**src/rtl/io_din_filter_if.sv**
```systemverilog
// Pad-input conditioning bus: raw pads and control in, conditioned bits and irq out.
interface io_din_filter_if #(
  parameter int WIDTH = 8,
  parameter int CNT_W = 4
);
  logic [WIDTH-1:0] io_din;
  logic [CNT_W-1:0] deb_len;
  logic [WIDTH-1:0] edge_sel;
  logic [WIDTH-1:0] irq_en;
  logic [WIDTH-1:0] flag_clr;
  logic [WIDTH-1:0] din_sync;
  logic [WIDTH-1:0] din_filt;
  logic [WIDTH-1:0] edge_flag;
  logic             irq;

  modport master (
    output io_din, deb_len, edge_sel, irq_en, flag_clr,
    input  din_sync, din_filt, edge_flag, irq
  );

  modport slave (
    input  io_din, deb_len, edge_sel, irq_en, flag_clr,
    output din_sync, din_filt, edge_flag, irq
  );
endinterface

```
**src/rtl/io_din_filter.sv**
```systemverilog
// Per-pad synchronizer, programmable debounce and sticky edge flags; one lane per bit.
module io_din_filter_lane #(
  parameter int CNT_W = 4
) (
  input  logic             clk,
  input  logic             rst,
  input  logic             din_i,
  input  logic [CNT_W-1:0] deb_len_i,
  input  logic             edge_sel_i,
  input  logic             flag_clr_i,
  output logic             din_sync_o,
  output logic             din_filt_o,
  output logic             edge_flag_o
);
  logic             s1_q, s2_q;
  logic             filt_q, filt_d;
  logic             filt_dly_q;
  logic [CNT_W-1:0] cnt_q, cnt_d;
  logic             flag_q, flag_d;
  logic [CNT_W-1:0] lim;
  logic             evt;

  // deb_len of 0 qualifies like 1
  assign lim = (deb_len_i == '0) ? '0 : deb_len_i - CNT_W'(1);

  always_comb begin
    filt_d = filt_q;
    cnt_d  = '0;
    if (s2_q != filt_q) begin
      if (cnt_q >= lim) filt_d = s2_q;
      else              cnt_d  = cnt_q + CNT_W'(1);
    end
  end

  assign evt = edge_sel_i ? (~filt_q & filt_dly_q) : (filt_q & ~filt_dly_q);

  // a detected edge beats a same-cycle clear
  always_comb begin
    flag_d = flag_q;
    if (flag_clr_i) flag_d = 1'b0;
    if (evt)        flag_d = 1'b1;
  end

  always_ff @(posedge clk or posedge rst) begin
    if (rst) begin
      s1_q       <= 1'b0;
      s2_q       <= 1'b0;
      filt_q     <= 1'b0;
      filt_dly_q <= 1'b0;
      cnt_q      <= '0;
      flag_q     <= 1'b0;
    end else begin
      s1_q       <= din_i;
      s2_q       <= s1_q;
      filt_q     <= filt_d;
      filt_dly_q <= filt_q;
      cnt_q      <= cnt_d;
      flag_q     <= flag_d;
    end
  end

  assign din_sync_o  = s2_q;
  assign din_filt_o  = filt_q;
  assign edge_flag_o = flag_q;
endmodule

module io_din_filter #(
  parameter int WIDTH = 8,
  parameter int CNT_W = 4
) (
  input  logic          mclk,
  input  logic          puc_rst,
  io_din_filter_if.slave bus
);
  logic [WIDTH-1:0] sync_w, filt_w, flag_w;

  for (genvar i = 0; i < WIDTH; i++) begin : g_lane
    io_din_filter_lane #(.CNT_W(CNT_W)) u_lane (
      .clk         (mclk),
      .rst         (puc_rst),
      .din_i       (bus.io_din[i]),
      .deb_len_i   (bus.deb_len),
      .edge_sel_i  (bus.edge_sel[i]),
      .flag_clr_i  (bus.flag_clr[i]),
      .din_sync_o  (sync_w[i]),
      .din_filt_o  (filt_w[i]),
      .edge_flag_o (flag_w[i])
    );
  end

  assign bus.din_sync  = sync_w;
  assign bus.din_filt  = filt_w;
  assign bus.edge_flag = flag_w;
  // driven only from flag registers, so no pad glitch reaches irq
  assign bus.irq       = |(flag_w & bus.irq_en);
endmodule

```
**src/flat_wrapper.sv**
```systemverilog
// flat-port wrapper written by rule: the top's interface ports become plain ports
module io_din_filter_flat 
#(
  parameter int WIDTH = 8,
  parameter int CNT_W = 4
)
  (mclk, puc_rst, bus_io_din, bus_deb_len, bus_edge_sel, bus_irq_en, bus_flag_clr, bus_din_sync, bus_din_filt, bus_edge_flag, bus_irq);
  io_din_filter_if #(.WIDTH(WIDTH), .CNT_W(CNT_W)) bus_i ();
  input  logic mclk;
  input  logic puc_rst;
  input wire logic [$bits(bus_i.io_din)-1:0] bus_io_din;
  input wire logic [$bits(bus_i.deb_len)-1:0] bus_deb_len;
  input wire logic [$bits(bus_i.edge_sel)-1:0] bus_edge_sel;
  input wire logic [$bits(bus_i.irq_en)-1:0] bus_irq_en;
  input wire logic [$bits(bus_i.flag_clr)-1:0] bus_flag_clr;
  output wire logic [$bits(bus_i.din_sync)-1:0] bus_din_sync;
  output wire logic [$bits(bus_i.din_filt)-1:0] bus_din_filt;
  output wire logic [$bits(bus_i.edge_flag)-1:0] bus_edge_flag;
  output wire logic [$bits(bus_i.irq)-1:0] bus_irq;
  assign bus_i.io_din = bus_io_din;
  assign bus_i.deb_len = bus_deb_len;
  assign bus_i.edge_sel = bus_edge_sel;
  assign bus_i.irq_en = bus_irq_en;
  assign bus_i.flag_clr = bus_flag_clr;
  assign bus_din_sync = bus_i.din_sync;
  assign bus_din_filt = bus_i.din_filt;
  assign bus_edge_flag = bus_i.edge_flag;
  assign bus_irq = bus_i.irq;
  io_din_filter #(.WIDTH(WIDTH), .CNT_W(CNT_W)) u_core (.mclk(mclk), .puc_rst(puc_rst), .bus(bus_i));
endmodule
```
**config.mk**
```make
export PLATFORM = sky130hd
export DESIGN_NAME = io_din_filter_flat
export DESIGN_NICKNAME = d
export VERILOG_FILES = /design/src/rtl/io_din_filter_if.sv /design/src/rtl/io_din_filter.sv /design/src/flat_wrapper.sv
export SDC_FILE = /design/constraint.sdc
export NUM_CORES = 1
export LEC_CHECK = 0
export CAP_MARGIN = 40
export CORE_MARGIN = 4
export CORE_UTILIZATION = 45
export DETAILED_ROUTE_END_ITERATION = 8
export PLACE_DENSITY = 0.8
export SKIP_LAST_GASP = 1
export SYNTH_ARGS = -nofsm -noshare
export SYNTH_HDL_FRONTEND = slang
export SYNTH_HIERARCHICAL = 1
export SYNTH_SLANG_ARGS = --single-unit
```
**constraint.sdc**
```tcl
create_clock -name mclk -period 2.86 [get_ports mclk]
set_clock_uncertainty 0.1 [all_clocks]
set_input_delay 0.715 -clock mclk [delete_from_list [all_inputs] [get_ports mclk]]
set_output_delay 0.715 -clock mclk [all_outputs]
set_load 0.01 [all_outputs]
```
==> results.py <==
metrics = {
    "global_routing": {
        "grt_pass1_vias": 2989,
        "grt_max_degree": 33,
        "gr-total-overflow": 0,
        "grt_pass1_wl_mm": 13.2,
        "grt_antenna_before_repair": 0,
        "grt_util_all_layers_pct": 16.0,
    },
    "clocking": {
        "htreeDepth": 3,
        "cts_tree": "built",
        "postCtsSetupBuffers": 0,
        "root_buffer": "clkbuf_8",
        "cts_buffers": 9,
        "clock_sinks": 72,
        "clockBufferDepth": 2,
        "clkTransAtPathRegs_ns": 0.07,
        "insertion_delay_ns": 0.34,
    },
    "place": {
        "place.detailed.hpwl_mm": 5.89,
        "place.gp.congestion": 0.793,
        "dpl_worst_slack_ns": -0.277,
        "io_buffers": 62,
    },
    "synth": {
        "synth_area_leaders": "dfrtp_1 45%, ha_1 13%, nor2_1 6.9%, a2111oi_4 5.5%, xor2_1 3.5%",
        "netlist_area_um2": 3980,
        "avgSynthCellArea_um2": 10.9,
        "yosysWarnings": 6,
        "synth_cell_types": 22,
        "syn_inst": 366,
        "synth-seq-cells": 72,
        "yosysTopAreaCell": "dfrtp_1",
        "yosysSeqAreaShare_pct": 45.3,
        "syn_nets": 444,
        "post-synth-top-area-fraction_pct": 45.3,
    },
    "critical_path": {
        "r2r_slack_ns": 0.96,
        "crit_type": "input pin to flip-flop",
        "arrival_ns": 2.92,
        "r2r_start": "u_core/g_lane[1].u_lane/cnt_q[0]$_DFF_PP0_",
        "cp_slowest_stage_delay_ns": 0.46,
        "critPathRequiredTime_ns": 2.98,
        "critPathCaptureType": "flip-flop",
        "cp_top_family": "buffers and inverters",
        "start_kind": "input pin",
        "reg2reg_depth": 6,
        "cp_max_fo": 17,
        "worstSetupPathDepth": 9,
        "cp_slowest_cell": "clkdlybuf4s50_1",
        "crit_chain": "clkdlybuf4s50_1 > buf_4 > nor2_2 > nand2_1 > mux2_2 > ha_1 > a2111oi_4 > nor2_1 > mux2_4",
        "path_buf_inv": 2,
        "worstReg2RegEnd": "u_core/g_lane[1].u_lane/din_filt_o$_DFFE_PP0P_",
    },
    "sta": {
        "setup_viol": 0,
        "hold_viol": 0,
        "tightest_slew_ns": 0.407,
        "rsz0062_at_grt": "yes",
        "slew_violations": 0,
        "finalCriticalPeriod_ns": 2.79,
        "period_share_pct": 97.7,
        "setup_ws_ns": 0.0653,
        "fmax_mhz": 358,
        "relSlewSlack_pct": 72.8,
    },
    "power": {
        "power_leakage_nw": 2.34,
        "vdd_drop_max_mv": 0.450,
        "p_total_w": 0.00399,
        "cellPowerDensity_nw_per_um2": 784,
    },
    "route": {
        "drt-initial-drc-count": 87,
        "ant_nets": 0,
        "num_vias": 2887,
        "totalWireLength_mm": 7.71,
        "wl_per_cell_um": 13.6,
        "drc": 0,
        "viasPerCell": 5.11,
        "drt_first_pass_iters": 4,
    },
    "finish": {
        "final_common_cell": "dfrtp_1",
        "area_growth_syn_to_layout_pct": 27.9,
        "drive_gt1_share_pct": 14.7,
        "diodes": 0,
        "mostFrequentLayoutCells": "72 x dfrtp_1, 68 x nor2_1, 61 x clkdlybuf4s50_1",
        "nets": 531,
    },
    "die": {
        "coreArea_um2": 8680,
        "initial_core_util_pct": 45.9,
        "die-area_um2": 10400,
        "die_w_um": 102,
        "dieHeight_um": 102,
        "pin_count": 63,
        "rows": 34,
    },
    "run_status": {
        "outcome": "completed",
    },
    "worst_hold_path": {
        "hold_path_class": "flip-flop to flip-flop",
        "hold_end": "u_core/g_lane[4].u_lane/din_sync_o$_DFF_PP0_",
        "holdPathStages": 0,
        "hold_start": "u_core/g_lane[4].u_lane/s1_q$_DFF_PP0_",
    },
    "job": {
        "max_cap_violations": 0,
    },
}
## how the worst max path moves through the flow
| stage | startpoint | end | slack (ns) |
|---|---|---|---|
| floorplan | bus_deb_len[1] | u_core/g_lane[6].u_lane/din_filt_o$_DFFE_PP0P_ | 0.49 |
| global placement | bus_deb_len[0] | u_core/g_lane[5].u_lane/din_filt_o$_DFFE_PP0P_ | -0.22 |
| detailed placement | bus_deb_len[1] | u_core/g_lane[2].u_lane/din_filt_o$_DFFE_PP0P_ | -0.28 |
| CTS | bus_irq_en[2] | bus_irq | 0.004 |
| global route | bus_deb_len[1] | u_core/g_lane[3].u_lane/din_filt_o$_DFFE_PP0P_ | -0.004 |
| finish | bus_deb_len[1] | u_core/g_lane[3].u_lane/din_filt_o$_DFFE_PP0P_ | 0.07 |
## Yosys cell counts (all sizes together)
master	instances
nor2	73
dfrtp	72
ha	40
inv	32
nand2	23
xor2	16
mux2	15
o21a	15
a21oi	9
a2111oi	8
nand2b	8
nand3	8
nor3	8
o21ai	8
o221ai	8
o31ai	8
xnor2	8
a22oi	4
nand4	1
nor3b	1
or2	1
## report_power, final
| part | internal [W] | switching, W | total, W |
|---|---|---|---|
| Sequential | 0.00131 | 0.000303 | 0.00161 |
| Clock | 0.000422 | 0.000375 | 0.000797 |
| Combinational | 0.000911 | 0.000672 | 0.00158 |
| Total | 0.00264 | 0.00135 | 0.00399 |
## what timing repair did
action                     CTS  global route
setup endpoints to repair    1            11
hold buffers                 0             0
resized for setup            1             6
pin swaps                    0             0
## routing by layer
layer / vias to the layer above / track usage [%] / wire (um)
met5: - / 0 / 0
met4: 0 / 4.84 / 102
met3: 11 / 3.96 / 304
met2: 44 / 27.4 / 3860
met1: 1401 / 20.1 / 3440
li1: 1431 / - / -
## flip-flops by register name, summed over array words and instances (netlist names)
signal,cells
u_core/g_lane.u_lane/cnt_q,32
u_core/g_lane.u_lane/filt_dly_q,8
u_core/g_lane.u_lane/din_filt_o,8
u_core/g_lane.u_lane/edge_flag_o,8
u_core/g_lane.u_lane/din_sync_o,8
u_core/g_lane.u_lane/s1_q,8
## area by class of cell
| cell class | instances | area (um^2) |
|---|---|---|
| clock inverter | 5 | 56.3 |
| clock buffer | 10 | 138 |
| timing repair buffer | 76 | 766 |
| tap | 108 | 135 |
| multi-input combinational | 262 | 2080 |
| inverter | 32 | 120 |
| sequential | 72 | 1800 |
| fill | 751 | 3590 |
## per-stage QoR
step | cells | TNS, ns | hold WS, ns | util (%) | instance area, um^2
floorplan | 366 | 0 | 0.231 | - | 3980
global placement | 550 | -4.02 | 0.231 | 56.2 | 4880
detailed placement | 550 | -5.57 | 0.236 | 56.2 | 4880
CTS | 565 | 0 | 0.253 | 58.5 | 5080
global route | 565 | -0.00519 | 0.259 | 58.7 | 5090
finish | 565 | 0 | 0.251 | 58.7 | 5090
## worst register-to-register path, cell delays in order, from the launching register on
cell and delay (ns):
dfrtp_1 0.41, inv_1 0.06, ha_1 0.28, nand2b_4 0.14, a2111oi_4 0.36, nor2_1 0.13
mux2_4 0.31
## kinds of logic after synthesis
| family | Yosys count | share of synthesized area, % |
|---|---|---|
| AO/OA/AOI/OAI | 60 | 14.5 |
| XOR/XNOR | 24 | 5.28 |
| adder cells (fa/ha/maj) | 40 | 12.6 |
| buffers and inverters | 32 | 3.02 |
| flip-flops | 72 | 45.3 |
| multiplexers | 15 | 5.00 |
| AND/OR/NAND/NOR | 123 | 14.3 |
Note: power is estimated with default switching activity, not from simulation.
